[config.mk]
export PLATFORM = sky130hd
export DESIGN_NAME = wb_initiator_flat
export DESIGN_NICKNAME = d
export VERILOG_FILES = /design/src/rtl/wb_pkg.sv /design/src/rtl/wb_initiator_if.sv /design/src/rtl/wb_initiator.sv /design/src/flat_wrapper.sv
export SDC_FILE = /design/constraint.sdc
export NUM_CORES = 1
export LEC_CHECK = 0
export ABC_CLOCK_PERIOD_IN_PS = 7200
export BUFFER_PORTS_ARGS = -buffer_cell sky130_fd_sc_hd__clkbuf_2
export CORE_MARGIN = 3
export CORE_UTILIZATION = 42
export CTS_CLUSTER_DIAMETER = 150
export DETAILED_ROUTE_END_ITERATION = 10
export GPL_ROUTABILITY_DRIVEN = 1
export HOLD_SLACK_MARGIN = 0.1
export PLACE_DENSITY_LB_ADDON = 0.05
export SYNTH_ARGS = -nofsm -noshare
export SYNTH_HDL_FRONTEND = slang
export SYNTH_SLANG_ARGS = --single-unit
[constraint.sdc]
create_clock -name clk -period 7.2 [get_ports clk]
set_input_delay 1.08 -clock clk [delete_from_list [all_inputs] [get_ports clk]]
set_output_delay 1.08 -clock clk [all_outputs]
set_load 0.02 [all_outputs]
[src/rtl/wb_pkg.sv]
// rtl/wb_pkg.sv - shared types and widths for the wishbone initiator
package wb_pkg;

  localparam int WB_ADDR_W = 32;
  localparam int WB_DATA_W = 32;

  typedef enum logic [1:0] {IDLE, REQ, WAIT, RESP} wb_state_e;

  // Counter must be able to hold TIMEOUT_CYCLES itself.
  function automatic int tmo_cnt_w(input int timeout_cycles);
    return $clog2(timeout_cycles + 1);
  endfunction

endpackage

[src/rtl/wb_initiator_if.sv]
// rtl/wb_initiator_if.sv - request/response streams plus wishbone bus of the initiator
interface wb_initiator_if;
  import wb_pkg::*;

  logic                 req_valid;
  logic                 req_ready;
  logic                 req_we;
  logic [WB_ADDR_W-1:0] req_addr;
  logic [WB_DATA_W-1:0] req_data;

  logic                 rsp_valid;
  logic                 rsp_ready;
  logic [WB_DATA_W-1:0] rsp_data;
  logic                 rsp_err;

  logic                 o_wb_cyc;
  logic                 o_wb_stb;
  logic                 o_wb_we;
  logic [WB_ADDR_W-1:0] o_wb_addr;
  logic [WB_DATA_W-1:0] o_wb_data;
  logic                 i_wb_ack;
  logic                 i_wb_stall;
  logic [WB_DATA_W-1:0] i_wb_data;

  modport master (
    input  req_valid, req_we, req_addr, req_data,
    output req_ready,
    output rsp_valid, rsp_data, rsp_err,
    input  rsp_ready,
    output o_wb_cyc, o_wb_stb, o_wb_we, o_wb_addr, o_wb_data,
    input  i_wb_ack, i_wb_stall, i_wb_data
  );

  modport slave (
    output req_valid, req_we, req_addr, req_data,
    input  req_ready,
    input  rsp_valid, rsp_data, rsp_err,
    output rsp_ready,
    input  o_wb_cyc, o_wb_stb, o_wb_we, o_wb_addr, o_wb_data,
    output i_wb_ack, i_wb_stall, i_wb_data
  );

endinterface

[src/rtl/wb_initiator.sv]
// rtl/wb_initiator.sv - single-outstanding wishbone pipelined initiator with timeout
module wb_initiator
  import wb_pkg::*;
#(
  parameter int TIMEOUT_CYCLES = 16,
  parameter bit RSP_ON_WRITE   = 1'b1
) (
  input logic             clk,
  input logic             reset,
  wb_initiator_if.master  bus
);

  localparam int             CNT_W    = tmo_cnt_w(TIMEOUT_CYCLES);
  localparam logic [CNT_W-1:0] CNT_LAST = CNT_W'(TIMEOUT_CYCLES - 1);

  wb_state_e            state_q, state_d;
  logic                 cyc_q, cyc_d;
  logic                 stb_q, stb_d;
  logic                 we_q, we_d;
  logic [WB_ADDR_W-1:0] addr_q, addr_d;
  logic [WB_DATA_W-1:0] wdata_q, wdata_d;
  logic                 rsp_valid_q, rsp_valid_d;
  logic [WB_DATA_W-1:0] rsp_data_q, rsp_data_d;
  logic                 rsp_err_q, rsp_err_d;
  logic [CNT_W-1:0]     cnt_q, cnt_d;
  logic                 ack_hit;
  logic                 tmo_hit;

  always_ff @(posedge clk or posedge reset) begin
    if (reset) begin
      state_q     <= IDLE;
      cyc_q       <= 1'b0;
      stb_q       <= 1'b0;
      we_q        <= 1'b0;
      addr_q      <= '0;
      wdata_q     <= '0;
      rsp_valid_q <= 1'b0;
      rsp_data_q  <= '0;
      rsp_err_q   <= 1'b0;
      cnt_q       <= '0;
    end else begin
      state_q     <= state_d;
      cyc_q       <= cyc_d;
      stb_q       <= stb_d;
      we_q        <= we_d;
      addr_q      <= addr_d;
      wdata_q     <= wdata_d;
      rsp_valid_q <= rsp_valid_d;
      rsp_data_q  <= rsp_data_d;
      rsp_err_q   <= rsp_err_d;
      cnt_q       <= cnt_d;
    end
  end

  always_comb begin
    state_d     = state_q;
    cyc_d       = cyc_q;
    stb_d       = stb_q;
    we_d        = we_q;
    addr_d      = addr_q;
    wdata_d     = wdata_q;
    rsp_valid_d = rsp_valid_q;
    rsp_data_d  = rsp_data_q;
    rsp_err_d   = rsp_err_q;
    cnt_d       = cnt_q;
    ack_hit     = 1'b0;

    // An ack only counts once the strobe has been accepted (stall low).
    if (state_q == REQ) begin
      ack_hit = bus.i_wb_ack && !bus.i_wb_stall;
    end else if (state_q == WAIT) begin
      ack_hit = bus.i_wb_ack;
    end
    tmo_hit = ((state_q == REQ) || (state_q == WAIT)) && !ack_hit && (cnt_q == CNT_LAST);

    case (state_q)
      IDLE: begin
        if (bus.req_valid) begin
          cyc_d   = 1'b1;
          stb_d   = 1'b1;
          we_d    = bus.req_we;
          addr_d  = bus.req_addr;
          wdata_d = bus.req_we ? bus.req_data : '0;
          cnt_d   = '0;
          state_d = REQ;
        end
      end
      REQ, WAIT: begin
        if (ack_hit || tmo_hit) begin
          cyc_d      = 1'b0;
          stb_d      = 1'b0;
          rsp_err_d  = tmo_hit;
          rsp_data_d = (ack_hit && !we_q) ? bus.i_wb_data : '0;
          if (ack_hit && we_q && !RSP_ON_WRITE) begin
            state_d = IDLE;
          end else begin
            rsp_valid_d = 1'b1;
            state_d     = RESP;
          end
        end else begin
          cnt_d = cnt_q + CNT_W'(1);
          if ((state_q == REQ) && !bus.i_wb_stall) begin
            stb_d   = 1'b0;
            state_d = WAIT;
          end
        end
      end
      RESP: begin
        if (bus.rsp_ready) begin
          rsp_valid_d = 1'b0;
          state_d     = IDLE;
        end
      end
      default: state_d = IDLE;
    endcase
  end

  assign bus.req_ready = (state_q == IDLE);
  assign bus.rsp_valid = rsp_valid_q;
  assign bus.rsp_data  = rsp_data_q;
  assign bus.rsp_err   = rsp_err_q;
  assign bus.o_wb_cyc  = cyc_q;
  assign bus.o_wb_stb  = stb_q;
  assign bus.o_wb_we   = we_q;
  assign bus.o_wb_addr = addr_q;
  assign bus.o_wb_data = wdata_q;

endmodule

[src/flat_wrapper.sv]
// flat-port wrapper written by rule: the top's interface ports become plain ports
module wb_initiator_flat import wb_pkg::*;
#(
  parameter int TIMEOUT_CYCLES = 16,
  parameter bit RSP_ON_WRITE   = 1'b1
)
  (clk, reset, bus_req_valid, bus_req_we, bus_req_addr, bus_req_data, bus_req_ready, bus_rsp_valid, bus_rsp_data, bus_rsp_err, bus_rsp_ready, bus_o_wb_cyc, bus_o_wb_stb, bus_o_wb_we, bus_o_wb_addr, bus_o_wb_data, bus_i_wb_ack, bus_i_wb_stall, bus_i_wb_data);
  wb_initiator_if bus_i ();
  input logic clk;
  input logic reset;
  input wire logic [$bits(bus_i.req_valid)-1:0] bus_req_valid;
  input wire logic [$bits(bus_i.req_we)-1:0] bus_req_we;
  input wire logic [$bits(bus_i.req_addr)-1:0] bus_req_addr;
  input wire logic [$bits(bus_i.req_data)-1:0] bus_req_data;
  output wire logic [$bits(bus_i.req_ready)-1:0] bus_req_ready;
  output wire logic [$bits(bus_i.rsp_valid)-1:0] bus_rsp_valid;
  output wire logic [$bits(bus_i.rsp_data)-1:0] bus_rsp_data;
  output wire logic [$bits(bus_i.rsp_err)-1:0] bus_rsp_err;
  input wire logic [$bits(bus_i.rsp_ready)-1:0] bus_rsp_ready;
  output wire logic [$bits(bus_i.o_wb_cyc)-1:0] bus_o_wb_cyc;
  output wire logic [$bits(bus_i.o_wb_stb)-1:0] bus_o_wb_stb;
  output wire logic [$bits(bus_i.o_wb_we)-1:0] bus_o_wb_we;
  output wire logic [$bits(bus_i.o_wb_addr)-1:0] bus_o_wb_addr;
  output wire logic [$bits(bus_i.o_wb_data)-1:0] bus_o_wb_data;
  input wire logic [$bits(bus_i.i_wb_ack)-1:0] bus_i_wb_ack;
  input wire logic [$bits(bus_i.i_wb_stall)-1:0] bus_i_wb_stall;
  input wire logic [$bits(bus_i.i_wb_data)-1:0] bus_i_wb_data;
  assign bus_i.req_valid = bus_req_valid;
  assign bus_i.req_we = bus_req_we;
  assign bus_i.req_addr = bus_req_addr;
  assign bus_i.req_data = bus_req_data;
  assign bus_req_ready = bus_i.req_ready;
  assign bus_rsp_valid = bus_i.rsp_valid;
  assign bus_rsp_data = bus_i.rsp_data;
  assign bus_rsp_err = bus_i.rsp_err;
  assign bus_i.rsp_ready = bus_rsp_ready;
  assign bus_o_wb_cyc = bus_i.o_wb_cyc;
  assign bus_o_wb_stb = bus_i.o_wb_stb;
  assign bus_o_wb_we = bus_i.o_wb_we;
  assign bus_o_wb_addr = bus_i.o_wb_addr;
  assign bus_o_wb_data = bus_i.o_wb_data;
  assign bus_i.i_wb_ack = bus_i_wb_ack;
  assign bus_i.i_wb_stall = bus_i_wb_stall;
  assign bus_i.i_wb_data = bus_i_wb_data;
  wb_initiator #(.TIMEOUT_CYCLES(TIMEOUT_CYCLES), .RSP_ON_WRITE(RSP_ON_WRITE)) u_core (.clk(clk), .reset(reset), .bus(bus_i));
endmodule
==> summary.txt <==
RSZ-0062 raised after global routing: no
Final slew viol count: 0
Dpl cell area: 5744 µm²
# resized after CTS: 0
Reg area: 2703 µm²
Fin crit period: 2508 ps
All-Layer GR Usage: 18.05%
Worst-case clock buffer depth: 2
IO buf count: 204
Drt initial violations: 195
Post-layout nets: 729
Clk_skew: 10.35 ps
HP Start: u_core.bus.o_wb_data[17]$_DFFE_PP0P_
Num ports: 205
Synth top area cells: dfrtp_1, nand2_1, mux2_1
Detailed Place HPWL: 7.913 mm
Worst VDD drop: 0.2040 mV
Starting Density: 44.08%
Max_cap viols: 0
Antenna viol nets, final: 0
GPL Wtd Cong: 0.8688
Mean routed wirelength per cell: 14.24 µm
Cts hold-fix bufs: 0
Sink Count: 108
Synth Instances: 425
Mean Syn Cell Area: 10.90 µm²
Max transition margin: 33.01%
CP Capture Type: output pin
Total Power: 0.002659 W
Worst-Margin Slew: 1005 ps
Fmax: 398.7 MHz
CP Class: flop to output pin
Most common cell after layout, fill and taps aside: clkbuf_2
Total global routing overflow: 0
Synthesized area: 4632 µm²
Pre-Repair DR Iteration Count: 4
Antenna cells: 0
Vias post-DR: 3538
Required @ worst endpoint: 6120 ps
Total length of routed wires: 10.84 mm
Multi-input logic area: 1675 µm²
Largest net degree at the start of global routing: 98
Period utilisation layout: 34.84%
Clk_lat worst skew: 360 ps
Final hold vios: 0
Status: complete, no violations
P&R area growth vs syn: 28.80%
Final setup violation count: 0
Final Instance Area: 5966 µm²
Leading cell types in the layout, fill and taps excluded: clkbuf_2, dfrtp_1, nand2_1
Via density: 4.649
DR DRC count: 0
Num CTS Buffers: 9
CTS root buf: clkbuf_8
Fill count: 973
EDFF count, synth: 0
FF+latch count, synth: 108
Mapped Nets: 534
Synth warnings: 0
H-tree lvl count: 3
Layout cells sized above 1: 36.80%
Power Density: 445.8 nW/µm²
Cell variety after synth: 37
Leak: 3.266 nW
CTS clk-pin slew, worst paths: 100 ps
Critical path peak fanout: 5
Hold/Removal Path Class: flop to flop
Post-synth top area share: 58.35%
Initial antenna violation count: 0
Startpoint types: flop
Full die area: 12320 µm²
Part of the Yosys area used for sequential elements: 58.35%
Die Span Y: 111.0 µm
Arr. time, crit path: 1430 ps
Number of global-route vias before repair: 3677
Primary FF master, synth: dfrtp_1
Final setup TNS: 0 ps
Die Wd: 111.0 µm
Worst setup startpoint: u_core.state_q[0]$_DFFE_PP0P_
First-pass GRT wire length: 18.11 mm
Num rows: 37
TritonCTS clock tree: built
Area leader, netlist: dfrtp_1
R2R Path Start: u_core.cnt_q[0]$_DFFE_PP0P_
Ys async rst share: 100.0%
Post-CTS setup buffer count: 0
Core area: 10510 µm²
where the power goes:
| part | total, W | switching [W] | leakage (nW) | internal, W |
|---|---|---|---|---|
| clock | 0.000398 | 0.000197 | 0.113 | 0.000201 |
| combinational | 0.00122 | 0.000782 | 1.77 | 0.000437 |
| sequential | 0.00104 | 0.000157 | 1.38 | 0.000885 |
| total | 0.00266 | 0.00114 | 3.27 | 0.00152 |
final timing paths:
kind | end | slack (ps) | depth (start not counted)
hold reg to reg | u_core.bus.o_wb_data[17]$_DFFE_PP0P_ | 490 | 2
hold / removal | u_core.bus.o_wb_data[17]$_DFFE_PP0P_ | 490 | 2
setup / recovery | bus_req_ready | 4690 | 3
max in group asynchronous | u_core.bus.o_wb_data[1]$_DFFE_PP0P_ | 5210 | 3
min in group asynchronous | u_core.bus.o_wb_addr[11]$_DFFE_PP0P_ | 690 | 2
setup reg to reg | u_core.bus.rsp_data[17]$_DFFE_PP0P_ | 5030 | 6
worst max-delay path: stages, from the launching register on:
cell	delay, ps
dfrtp_1	410
inv_1	110
ha_1	310
clkbuf_2	230
sequential cells by signal, indices dropped and copies added (netlist names):
register / count
u_core.bus.o_wb_addr: 32
u_core.bus.o_wb_data: 32
u_core.bus.rsp_data: 32
u_core.cnt_q: 5
u_core.state_q: 2
u_core.bus.o_wb_cyc: 1
u_core.bus.o_wb_stb: 1
u_core.bus.o_wb_we: 1
u_core.bus.rsp_err: 1
u_core.bus.rsp_valid: 1
through the flow:
step	instances	setup slack [ps]	util [%]	hold slack, ps
6_report	761	4692	56.77	486.0
2_1_floorplan	425	3274	-	478.4
3_3_place_gp	745	4712	54.66	461.7
4_1_cts	761	4657	56.77	493.8
3_5_place_dp	745	4622	54.66	470.3
5_1_grt	761	4587	56.77	517.9
cells in the mapped netlist, drive strengths merged (5+ instances only):
cell / number
mux2: 34
mux2i: 33
clkbuf: 11
o211ai: 5
ha: 6
o21ai: 34
a21oi: 5
buf: 12
inv: 40
nand2: 107
dfrtp: 108
kinds of logic after synthesis:
| logic type | Yosys count | synth area share (%) |
|---|---|---|
| AOI/OAI and AO/OA | 54 | 7.267 |
| and+or+nand+nor | 127 | 11.40 |
| buffers and inverters | 63 | 5.970 |
| DFF | 108 | 58.35 |
| muxes | 67 | 15.40 |
| adders and majority gates | 6 | 1.621 |
cell type report:
cell class                      instances  area share [%]
Clock buffer                           14           3.062
Timing Repair Buffer                  207           17.49
Sequential cell                       108           45.30
Multi-Input combinational cell        254           28.08
Tap cell                              136           2.852
Inverter                               40           2.559
Clock inverter                          2          0.6502
per-layer routing:
layer / track usage [%] / wire, µm
met1: 22.84 / 4526
met2: 29.09 / 5130
met3: 6.769 / 1048
met4: 5.272 / 133
met5: 0 / 0
Note: power is estimated with default switching activity, not from simulation.
